**src/rtl/aes_spi_pkg.sv**
```systemverilog
`default_nettype none
// ============================================================================
//  Module      : aes_spi_pkg
//  Description : Shared types and constants for the AES block <-> SPI link.
//                The block sequencer and the SPI master both import it.
//  Revision    : 1.0 - initial release
// ============================================================================
package aes_spi_pkg;

    // Word width carried by the SPI master DATA_IN / DATA_OUT ports
    localparam int SPI_WORD_W = 16;

    // One AES block
    localparam int AES_BLK_W  = 128;

    // Block sequencer states
    typedef enum logic [2:0] {
        SEQ_IDLE   = 3'd0,
        SEQ_SEND   = 3'd1,
        SEQ_WAIT   = 3'd2,
        SEQ_GAP    = 3'd3,
        SEQ_FINISH = 3'd4
    } seq_state_t;

endpackage
`default_nettype wire

```
**src/rtl/spi_block_sequencer.sv**
```systemverilog
`default_nettype none
// ============================================================================
//  Module      : spi_block_sequencer
//  Description : Splits a block into WORDS words, pushes each one through the
//                SPI master's data_valid/DONE handshake (word 0 = LSBs first),
//                gathers the returned words into a result block, and aborts
//                the block if DONE does not rise within TIMEOUT_CYC cycles.
//  Revision    : 1.0 - initial release
// ============================================================================
module spi_block_sequencer
    import aes_spi_pkg::*;
#(
    parameter int WORDS       = 8,
    parameter int WORD_W      = SPI_WORD_W,
    parameter int TIMEOUT_CYC = 64
) (
    input  logic                      clock,
    input  logic                      reset,
    input  logic [WORDS*WORD_W-1:0]   blk_in,
    input  logic                      blk_valid,
    output logic                      blk_ready,
    output logic [WORDS*WORD_W-1:0]   blk_out,
    output logic                      blk_out_valid,
    output logic                      err_timeout,
    output logic [WORD_W-1:0]         spi_data_in,
    output logic                      spi_data_valid,
    input  logic                      spi_done,
    input  logic [WORD_W-1:0]         spi_data_out
);

    localparam int IDX_W = (WORDS > 1)       ? $clog2(WORDS)       : 1;
    localparam int CNT_W = (TIMEOUT_CYC > 1) ? $clog2(TIMEOUT_CYC) : 1;

    localparam logic [IDX_W-1:0] LAST_IDX  = IDX_W'(WORDS - 1);
    localparam logic [CNT_W-1:0] LAST_WAIT = CNT_W'(TIMEOUT_CYC - 1);

    seq_state_t                       state_q, state_d;
    logic [IDX_W-1:0]                 idx_q, idx_d;
    logic [CNT_W-1:0]                 cnt_q, cnt_d;
    logic                             done_q, done_d;
    logic [WORDS-1:0][WORD_W-1:0]     tx_q, tx_d;
    logic [WORDS-1:0][WORD_W-1:0]     rx_q, rx_d;
    logic [WORDS-1:0][WORD_W-1:0]     blk_out_q, blk_out_d;
    logic                             blk_out_valid_q, blk_out_valid_d;

    // Only a low-to-high transition of DONE completes a word; a level held
    // high (including one already high out of reset) is not a completion.
    logic                             w_done_rise;
    assign w_done_rise = spi_done & ~done_q;

    assign blk_out       = blk_out_q;
    assign blk_out_valid = blk_out_valid_q;

    // State register and datapath flops; done_q resets high to mask a stuck DONE
    always_ff @(posedge clock) begin
        if (reset) begin
            state_q         <= SEQ_IDLE;
            idx_q           <= '0;
            cnt_q           <= '0;
            done_q          <= 1'b1;
            tx_q            <= '0;
            rx_q            <= '0;
            blk_out_q       <= '0;
            blk_out_valid_q <= 1'b0;
        end else begin
            state_q         <= state_d;
            idx_q           <= idx_d;
            cnt_q           <= cnt_d;
            done_q          <= done_d;
            tx_q            <= tx_d;
            rx_q            <= rx_d;
            blk_out_q       <= blk_out_d;
            blk_out_valid_q <= blk_out_valid_d;
        end
    end

    // Next-state logic and handshake outputs
    always_comb begin
        state_d         = state_q;
        idx_d           = idx_q;
        cnt_d           = cnt_q;
        done_d          = spi_done;
        tx_d            = tx_q;
        rx_d            = rx_q;
        blk_out_d       = blk_out_q;
        blk_out_valid_d = 1'b0;
        blk_ready       = 1'b0;
        err_timeout     = 1'b0;
        spi_data_in     = '0;
        spi_data_valid  = 1'b0;

        case (state_q)
            SEQ_IDLE: begin
                blk_ready = 1'b1;
                if (blk_valid) begin
                    tx_d    = blk_in;
                    rx_d    = '0;
                    idx_d   = '0;
                    state_d = SEQ_SEND;
                end
            end

            SEQ_SEND: begin
                spi_data_in    = tx_q[idx_q];
                spi_data_valid = 1'b1;
                cnt_d          = '0;
                state_d        = SEQ_WAIT;
            end

            SEQ_WAIT: begin
                spi_data_in = tx_q[idx_q];
                if (cnt_q != '1) begin
                    cnt_d = cnt_q + 1'b1;
                end
                // A completion arriving on the last allowed cycle still counts
                if (w_done_rise) begin
                    rx_d[idx_q] = spi_data_out;
                    state_d     = SEQ_GAP;
                end else if (cnt_q == LAST_WAIT) begin
                    err_timeout = 1'b1;
                    state_d     = SEQ_IDLE;
                end
            end

            SEQ_GAP: begin
                if (idx_q == LAST_IDX) begin
                    state_d = SEQ_FINISH;
                end else begin
                    idx_d   = idx_q + 1'b1;
                    state_d = SEQ_SEND;
                end
            end

            SEQ_FINISH: begin
                blk_out_d       = rx_q;
                blk_out_valid_d = 1'b1;
                state_d         = SEQ_IDLE;
            end

            default: begin
                state_d = SEQ_IDLE;
            end
        endcase
    end

endmodule
`default_nettype wire

```
**config.mk**
```make
export PLATFORM = sky130hd
export DESIGN_NAME = spi_block_sequencer
export DESIGN_NICKNAME = d
export VERILOG_FILES = /design/src/rtl/aes_spi_pkg.sv /design/src/rtl/spi_block_sequencer.sv
export SDC_FILE = /design/constraint.sdc
export NUM_CORES = 1
export LEC_CHECK = 0
export CAP_MARGIN = 30
export CORE_UTILIZATION = 50
export CTS_CLUSTER_SIZE = 16
export DETAILED_ROUTE_END_ITERATION = 12
export DONT_BUFFER_PORTS = 1
export SYNTH_ARGS = -nofsm -noshare
export SYNTH_HDL_FRONTEND = slang
export SYNTH_SLANG_ARGS = --single-unit
```
**constraint.sdc**
```tcl
create_clock -name clock -period 2.4 [get_ports clock]
set_input_delay 0.24 -clock clock [delete_from_list [all_inputs] [get_ports clock]]
set_output_delay 0.24 -clock clock [all_outputs]
set_load 0.005 [all_outputs]
```
==> impl_metrics.py <==
metrics = {
    "status": {
        "outcome": "finished with violations",
        "failed_checks": "hold timing",
    },
    "routing": {
        "drt_first_pass_iters": 5,
        "drc_errors": 0,
        "dr_total_vias": 13500,
        "drt.antenna.violating_nets": 0,
        "via_per_inst": 5.532,
        "detail_route.wirelength_um": 46310,
        "wire_per_inst_um": 18.97,
        "drtIter0Drc": 941,
    },
    "place": {
        "number_of_placed_instances_with_taps_included": 2072,
        "detailedPlacementHpwl_um": 27880,
        "placement.cell_area_mm2": 0.01547,
        "pre_cts_slack_ns": 0.2164,
        "numPortBuffers": 0,
        "place_congestion": 0.8701,
    },
    "logic_synthesis": {
        "netlist_area_mm2": 0.01515,
        "synth_sequential_area_ratio_pct": 52.60,
        "async_reset_ff_share_pct": 0,
        "synthesis.instances": 1781,
        "dominant_cell_type_by_area_after_synthesis": "sky130_fd_sc_hd__dfxtp_1",
        "syn-mean-instance-area_um2": 8.505,
        "synth_commonest_cells": "sky130_fd_sc_hd__nand2_1 (546), sky130_fd_sc_hd__dfxtp_1 (398), sky130_fd_sc_hd__a21oi_1 (278)",
        "cell_types_with_the_largest_area_share_after_synthesis": "sky130_fd_sc_hd__dfxtp_1 (53%), sky130_fd_sc_hd__nand2_1 (14%), sky130_fd_sc_hd__a21oi_1 (9.2%)",
        "postSynthRegisterBits": 398,
        "ys_warn_count": 0,
        "synth_top_area_share_pct": 52.60,
        "post_synth_num_cell_types": 54,
        "postSynth.topFlopCell": "sky130_fd_sc_hd__dfxtp_1",
        "synth_fp_nets": 1932,
        "synth_most_common_cell": "sky130_fd_sc_hd__nand2_1",
        "synth-edff-count": 0,
    },
    "sta": {
        "achievable-frequency_mhz": 423.4,
        "finalWorstPathRequiredPeriod_ns": 2.362,
        "hold_slack_ns": -0.1487,
        "final_max_slew_viol_count": 0,
        "tns_ns": 0,
        "relSlewSlack_pct": 3.478,
        "post-route-period-util_pct": 98.41,
        "fin_skew_ns": 0.01647,
        "worst_pin_slew_ns": 1.448,
        "fin_ws_ns": 0.03820,
        "setup_violations": 0,
        "hold_viol_final": 9,
    },
    "power_and_ir_drop": {
        "power_leakage_uw": 0.007348,
        "cellPowerDensity_mw_per_mm2": 768.8,
        "vdd.ir_drop.worst_mv": 0.5998,
    },
    "floorplanning": {
        "die_x_um": 176.1,
        "top_level_ports": 296,
        "floorplan.core_area_mm2": 0.02972,
        "dieHeight_um": 176.1,
        "floorplan.rows": 63,
        "dieArea_mm2": 0.03100,
        "initial_core_util_pct": 50.97,
    },
    "critical_path": {
        "cp_data_required_time_ns": 2.82,
        "startpoint_type": "register",
        "crit_chain": "buf_6 > ha_1 > ha_1 > or3_1 > nand3_1 > a21oi_1 > dlygate4sd3_1",
        "cp-end-kind": "register",
        "max_stage_delay_ns": 0.63,
        "timing.critical_path.slowest_stage_cell": "sky130_fd_sc_hd__dlygate4sd3_1",
        "timing.critical_path.fanout_max": 17,
        "path_class": "reg2reg",
        "critical_path_arrival_ns": 2.78,
        "cpMostUsedCell": "sky130_fd_sc_hd__ha_1",
    },
    "layout": {
        "finish.net_count": 2170,
        "antenna-diode-count": 0,
        "ff_latch_area_mm2": 0.007983,
        "layout.cells.non_filler": 2441,
        "multiInputGateArea_mm2": 0.006265,
        "final_layout_size_suffix_gt1_share_pct": 9.410,
        "postLayoutCellArea_mm2": 0.01996,
        "area.growth.synth_to_final_pct": 31.76,
        "filler_cell_count": 2477,
    },
    "cts": {
        "clock_latency_ns": 0.54,
        "ctsRootBufferMaster": "sky130_fd_sc_hd__clkbuf_16",
        "cts_sinks": 398,
        "clock_path_buffers": 3,
        "htree_levels": 2,
        "clkTransAtPathRegs_ns": 0.06,
        "cts-buffers-inserted": 42,
        "cts_tree": "built",
    },
    "global_route": {
        "grt_pass1_wl_um": 69370,
        "vias_in_the_first_global_route": 12520,
        "global_route.overflow_total": 0,
        "grt_start_max_net_pins": 387,
        "antenna_found_initial": 0,
        "grtUsageTotal_pct": 28.39,
    },
    "min_path": {
        "hold_class": "in2reg",
    },
    "flow_run": {
        "drv.max_cap_violation_count": 0,
    },
}
## report_power, final
part           switching, µW  internal [µW]
logic                    915            694
registers                156           6820
clock network           2670           4090
## worst paths after layout
path / from / endpoint / slack [ns] / depth (start not counted)
max reg2reg: idx_q[0] / idx_q[2] / 0.04 / 7
min reg2reg: rx_q[57] / blk_out[57] / 0.45 / 2
max: idx_q[0] / idx_q[2] / 0.04 / 7
min: reset / rx_q[118] / -0.15 / 1
## final cells by class
class	instances	area share [%]
Sequential cell	398	40.00
Multi-Input combinational cell	1134	31.39
Timing Repair Buffer	333	16.78
Clock buffer	61	6.325
Tap cell	390	2.445
Inverter	110	2.069
Clock inverter	15	0.9967
## layout by cell type (no fill, tap or decap), types with 5 or more instances in the layout
cell type / netlist / routed
sky130_fd_sc_hd__clkbuf_16: 0 / 42
sky130_fd_sc_hd__nor2_2: 4 / 5
sky130_fd_sc_hd__a21oi_1: 278 / 278
sky130_fd_sc_hd__inv_1: 108 / 108
sky130_fd_sc_hd__mux2i_1: 18 / 18
sky130_fd_sc_hd__clkbuf_8: 0 / 14
sky130_fd_sc_hd__mux4_2: 8 / 8
sky130_fd_sc_hd__clkinv_2: 0 / 6
sky130_fd_sc_hd__nand3_1: 9 / 7
sky130_fd_sc_hd__nand2b_1: 9 / 8
sky130_fd_sc_hd__o2bb2ai_1: 15 / 15
sky130_fd_sc_hd__a22oi_1: 16 / 16
sky130_fd_sc_hd__o32ai_2: 19 / 19
sky130_fd_sc_hd__nand2_2: 0 / 8
sky130_fd_sc_hd__o22ai_1: 16 / 16
sky130_fd_sc_hd__o21a_1: 7 / 7
sky130_fd_sc_hd__nor3_1: 10 / 7
sky130_fd_sc_hd__o32ai_1: 87 / 87
sky130_fd_sc_hd__nand2_1: 546 / 537
sky130_fd_sc_hd__buf_4: 3 / 32
sky130_fd_sc_hd__dlygate4sd3_1: 0 / 290
sky130_fd_sc_hd__nor2_1: 20 / 19
sky130_fd_sc_hd__buf_12: 0 / 9
sky130_fd_sc_hd__clkbuf_1: 86 / 5
sky130_fd_sc_hd__mux2_2: 11 / 11
sky130_fd_sc_hd__dfxtp_1: 398 / 392
## critical path, delay by kind of cell (launching register included)
kind	cells	cell delay [ns]
compound gates	1	0.07
fa+ha+maj	2	0.42
buf+inv	2	0.83
flops	1	0.40
simple gates	2	0.52
## timing repair
item,CTS,global route
pin swaps,0,2
gates resized for setup,8,24
gates cloned,0,1
endpoints found under the setup margin,15,158
buffers inserted,0,2
endpoints found under the hold margin,382,192
hold buffers,199,91
## sequential cells by signal, summed over array words and instances, names as in the netlist
signal,flops
rx_q,128
blk_out,128
tx_q,128
done_q,1
blk_out_valid,1
state_q,3
cnt_q,6
idx_q,3
## per-layer routing
layer  GRT usage (%)  share of wire (%)  up-vias
met5               0                  0        -
li1                -                  -     6534
met2           48.21                 49      431
met3           6.869                7.2      118
met4           12.28                4.3        0
met1           34.03                 40     6420
## kinds of logic (layout without fill, tap and decap cells)
family                     Yosys count  after routing  synth area share, %
muxes                               37             37                3.196
adders and majority gates            3              3               0.2478
buffers and inverters              250            519                6.814
xor gates and xnor gates             1              1              0.05783
AOI/OAI and AO/OA                  469            469                20.70
and+or+nand+nor                    623            624                16.39
DFF                                398            398                52.60
## metrics by stage
step                      utilization, %  total power [µW]
after floorplan                        -              8026
after global placement             52.02              8298
after detailed placement           52.05              8330
after CTS                          63.76             15300
after global routing               67.16             15890
final                              67.16             15350
Note: power is estimated with default switching activity, not from simulation.
